File: src/rtl/q_stage_reg.sv
// rtl/q_stage_reg.sv - registered 3-share TI of the Midori64 quadratic layer Q, nibble-serial
module q_stage_reg #(
    parameter int NIBBLES = 16,
    parameter int CNT_W   = 4
) (
    input  logic       clk,
    input  logic       rst_n,
    input  logic       flush,
    input  logic       in_valid,
    output logic       in_ready,
    input  logic [3:0] x1,
    input  logic [3:0] x2,
    input  logic [3:0] x3,
    output logic       out_valid,
    input  logic       out_ready,
    output logic [3:0] y1,
    output logic [3:0] y2,
    output logic [3:0] y3,
    output logic       out_last
);

    localparam logic [CNT_W-1:0] CNT_MAX = CNT_W'(NIBBLES - 1);

    // One output share of Q built only from its two permitted input shares.
    // sa supplies the linear bits and the "own" product term; sb is the other
    // share mixed into the cross terms. Keeping each share in its own call
    // guarantees non-completeness: no gate ever sees all three shares.
    function automatic logic [3:0] q_share(input logic [3:0] sa, input logic [3:0] sb);
        logic [3:0] r;
        r[3] = sa[3];
        r[2] = sa[2];
        r[1] = sa[1] ^ (sa[3] & sa[2]) ^ (sa[3] & sb[2]) ^ (sb[3] & sa[2]);
        r[0] = sa[0] ^ (sa[3] & sa[1]) ^ (sa[3] & sb[1]) ^ (sb[3] & sa[1]);
        return r;
    endfunction

    logic             out_valid_q, out_valid_d;
    logic             out_last_q,  out_last_d;
    logic [3:0]       y1_q, y1_d;
    logic [3:0]       y2_q, y2_d;
    logic [3:0]       y3_q, y3_d;
    logic [CNT_W-1:0] cnt_q, cnt_d;
    logic             accept;
    logic             transfer;

    assign in_ready = !out_valid_q || out_ready;
    assign accept   = in_valid && in_ready;
    assign transfer = out_valid_q && out_ready;

    // Next-state: flush wins over accept; data shares load only on accept.
    always_comb begin
        out_valid_d = out_valid_q;
        out_last_d  = out_last_q;
        y1_d        = y1_q;
        y2_d        = y2_q;
        y3_d        = y3_q;
        cnt_d       = cnt_q;
        if (flush) begin
            out_valid_d = 1'b0;
            out_last_d  = 1'b0;
            cnt_d       = '0;
        end else if (accept) begin
            y1_d        = q_share(x2, x3);
            y2_d        = q_share(x3, x1);
            y3_d        = q_share(x1, x2);
            out_valid_d = 1'b1;
            out_last_d  = (cnt_q == CNT_MAX);
            cnt_d       = (cnt_q == CNT_MAX) ? '0 : cnt_q + 1'b1;
        end else if (transfer) begin
            out_valid_d = 1'b0;
            out_last_d  = 1'b0;
        end
    end

    // Glitch-barrier register stage with asynchronous clear.
    always_ff @(posedge clk or negedge rst_n) begin
        if (!rst_n) begin
            out_valid_q <= 1'b0;
            out_last_q  <= 1'b0;
            y1_q        <= 4'h0;
            y2_q        <= 4'h0;
            y3_q        <= 4'h0;
            cnt_q       <= '0;
        end else begin
            out_valid_q <= out_valid_d;
            out_last_q  <= out_last_d;
            y1_q        <= y1_d;
            y2_q        <= y2_d;
            y3_q        <= y3_d;
            cnt_q       <= cnt_d;
        end
    end

    assign out_valid = out_valid_q;
    assign out_last  = out_last_q;
    assign y1        = y1_q;
    assign y2        = y2_q;
    assign y3        = y3_q;

endmodule

File: config.mk
export PLATFORM = sky130hd
export DESIGN_NAME = q_stage_reg
export DESIGN_NICKNAME = d
export VERILOG_FILES = /design/src/rtl/q_stage_reg.sv
export SDC_FILE = /design/constraint.sdc
export NUM_CORES = 1
export LEC_CHECK = 0
export BUFFER_PORTS_ARGS = -buffer_cell sky130_fd_sc_hd__buf_4
export CORE_ASPECT_RATIO = 0.8
export CORE_MARGIN = 5
export CORE_UTILIZATION = 54
export CTS_CLUSTER_SIZE = 25
export DETAILED_ROUTE_END_ITERATION = 10
export PLACE_DENSITY = 0.83
export SLEW_MARGIN = 20
export SYNTH_ARGS = -nofsm -noshare
export SYNTH_HDL_FRONTEND = slang
export SYNTH_SLANG_ARGS = --single-unit
File: constraint.sdc
create_clock -name clk -period 2.15 [get_ports clk]
set_input_delay 0.43 -clock clk [delete_from_list [all_inputs] [get_ports clk]]
set_output_delay 0.43 -clock clk [all_outputs]
set_load 0.02 [all_outputs]
==> results.json <==
{
  "fin_tns_setup_ns": 0,
  "vias": 964,
  "rows": 14,
  "worstMarginPinSlew_ns": 0.590,
  "cts.sinks": 18,
  "cts_tree": "built",
  "synthCells": 120,
  "synth_area_per_cell_sq_um": 8.77,
  "track_usage_pct": 17.8,
  "io_buffers": 31,
  "start_kind": "register",
  "post-route-min-period_ns": 1.56,
  "cts_hold_buf": 1,
  "fin_util_pct": 69.7,
  "die_w_um": 59.4,
  "finClkSkew_ns": 0.00197,
  "fmax_ghz": 0.640,
  "cts_max_level": 1,
  "ir_drop_uv": 461,
  "drc": 0,
  "nFillCells": 152,
  "synth-seq-cells": 18,
  "nNetsFinal": 169,
  "hold_viol_final": 0,
  "cp.arrival_ns": 1.13,
  "yosys_warnings": 0,
  "maxSlewHeadroom_pct": 60.5,
  "gp_congestion": 0.786,
  "critical_path_required_ns": 1.72,
  "grt_max_degree": 20,
  "reg2reg_depth": 5,
  "status": "finished clean",
  "antenna_found_initial": 0,
  "endpoint_kind": "output port",
  "synth_nets": 138,
  "firstDrtPassIters": 4,
  "fp.coreArea_sq_um": 1870,
  "clkTransAtPathRegs_ns": 0.09,
  "wirelength_um": 2400,
  "power_density_nw_per_um2": 627,
  "cts_buffers": 3,
  "hold_path.class": "input pin to register",
  "fin_crit_sh_pct": 72.7,
  "grt_overflow_total": 0,
  "die_area_sq_um": 2940,
  "synthTopCellsByArea": "dfrtp_1, nand2_1, nand3_1",
  "cp_max_fo": 7,
  "seq_area_frac_synth_pct": 42.8,
  "maxCapViolations": 0,
  "die_h_um": 49.5,
  "postRouteAntennaNets": 0,
  "dr.first_iter.drc_count": 18,
  "drv_slew": 0,
  "io_pins": 32,
  "cp-startpoint": "out_valid$_DFFE_PN0P_",
  "grt_pass1_wl_um": 3960,
  "post_drt_via_cell_ratio": 5.57,
  "rr_startpoint": "out_valid$_DFFE_PN0P_",
  "clock_latency_ns": 0.29,
  "area_growth_pct": 24.1,
  "synth_top_area_share_pct": 42.8,
  "rsz0062_at_grt": "no",
  "initial_core_util_pct": 56.1,
  "ctsResizeCount": 0,
  "endpoint": "in_ready",
  "finalSetupViolCount": 0,
  "antennaDiodeCount": 0,
  "r2r_slack_ns": 0.63,
  "routedWlPerCell_um": 13.8,
  "drive_gt1_share_pct": 26.2,
  "hpwl_um": 1920,
  "grt_pass1_vias": 885,
  "worst_r2r_endpoint": "y3[0]$_DFFE_PN0P_",
  "p_leak_nw": 0.603,
  "synth_area_sq_um": 1050,
  "synth_cell_types": 32,
  "cts-root-buf": "clkbuf_4",
  "cts_max_path_buffers": 2,
  "postCtsSetupBuffers": 0,
  "whs_ns": 0.342,
  "crit_type": "register to output port",
  "yosysTopAreaCell": "dfrtp_1"
}
## placed cells by master, fill, tap and decap left out, types with 2 or more instances in the layout
| cell type | synthesis | final |
|---|---|---|
| o211ai_1 | 4 | 4 |
| nand3_1 | 12 | 12 |
| nor3b_1 | 3 | 3 |
| nand3b_1 | 3 | 3 |
| o21ai_0 | 7 | 7 |
| inv_1 | 3 | 3 |
| dfrtp_1 | 18 | 18 |
| nand4_1 | 3 | 3 |
| a211o_1 | 4 | 4 |
| or3_1 | 2 | 2 |
| nor2b_1 | 5 | 5 |
| nor2_1 | 4 | 4 |
| xnor2_1 | 3 | 3 |
| buf_4 | 2 | 31 |
| nand2_1 | 23 | 23 |
| a21oi_1 | 6 | 6 |
| clkbuf_4 | 0 | 3 |
## stage by stage
stage | power (mW) | instances | setup WS [ns] | instance area (sq um)
after floorplan | 0.549 | 120 | 0.718 | 1050
after global placement | 0.658 | 169 | 0.633 | 1270
after detailed placement | 0.666 | 169 | 0.599 | 1270
after CTS | 0.831 | 173 | 0.571 | 1310
after global routing | 0.873 | 173 | 0.491 | 1310
final | 0.819 | 173 | 0.588 | 1310
## worst min path at each step
stage	slack (ns)	to	start	cells after the start
4_1_cts	0.33	cnt_q[3]$_DFFE_PN0P_	flush	2
3_3_place_gp	0.31	cnt_q[3]$_DFFE_PN0P_	rst_n	1
6_report	0.34	cnt_q[1]$_DFFE_PN0P_	flush	2
2_1_floorplan	0.13	cnt_q[0]$_DFFE_PN0P_	rst_n	0
3_5_place_dp	0.31	cnt_q[3]$_DFFE_PN0P_	rst_n	1
5_1_grt	0.32	out_last$_DFFE_PN0P_	flush	2
## cell usage after synthesis
| cell type | instances |
|---|---|
| nand2_1 | 23 |
| nand2b_1 | 1 |
| and2b_1 | 1 |
| nor3b_1 | 3 |
| and3_1 | 1 |
| ha_1 | 1 |
| nand4_1 | 3 |
| a31oi_1 | 1 |
| buf_4 | 2 |
| inv_2 | 1 |
| o2111ai_1 | 1 |
| xor2_1 | 1 |
| inv_1 | 3 |
| nand3b_1 | 3 |
| xnor2_1 | 3 |
| nor2b_1 | 5 |
| o21ai_1 | 1 |
| nor2b_2 | 1 |
| nand4bb_2 | 1 |
| o21ai_0 | 7 |
| buf_6 | 1 |
| nand3_1 | 12 |
| a211o_1 | 4 |
| nor3b_2 | 1 |
| buf_2 | 3 |
| dfrtp_1 | 18 |
| o211ai_1 | 4 |
| or3_1 | 2 |
| nand3b_2 | 1 |
| nor2_1 | 4 |
| a21oi_1 | 6 |
| a311o_1 | 1 |
## critical path, cell delays in order (launching register included)
cell and delay (ns):
dfrtp_1 0.36, nor2b_2 0.22, inv_2 0.10, buf_4 0.17
## final cells by class
type                       instances  area [sq um]  share of cell area [%]
multi-input combinational         92           546                    41.8
sequential                        18           450                    34.5
timing repair buffer              32           243                    18.6
tap                               24          30.0                    2.30
clock buffer                       3          22.5                    1.72
inverter                           4          15.0                    1.15
## report_power, final
group	internal, mW	switching, mW
Combinational	0.111	0.143
Sequential	0.379	0.0249
Clock	0.0653	0.0948
Total	0.556	0.263
## flip-flops by register name (all words and copies together), names as in the netlist
name	count
cnt_q	4
y1	4
y2	4
y3	4
out_last	1
out_valid	1
## per-layer routing
metal	track usage (%)	routed length, um	up-vias
li1	-	-	484
met1	22.1	1080	454
met2	28.4	1160	20
met3	6.53	122	6
met4	5.66	30	0
met5	0	0	-
## cell families (layout without fill, tap and decap cells)
| group | after synthesis | count (layout) | synth area share, % |
|---|---|---|---|
| buf+inv | 10 | 39 | 5.35 |
| flops | 18 | 18 | 42.8 |
| xor+xnor | 4 | 4 | 3.33 |
| fa+ha+maj | 1 | 1 | 1.19 |
| compound gates | 25 | 25 | 15.2 |
| simple gates | 62 | 62 | 32.1 |
Power figures use the tool's default switching activity.
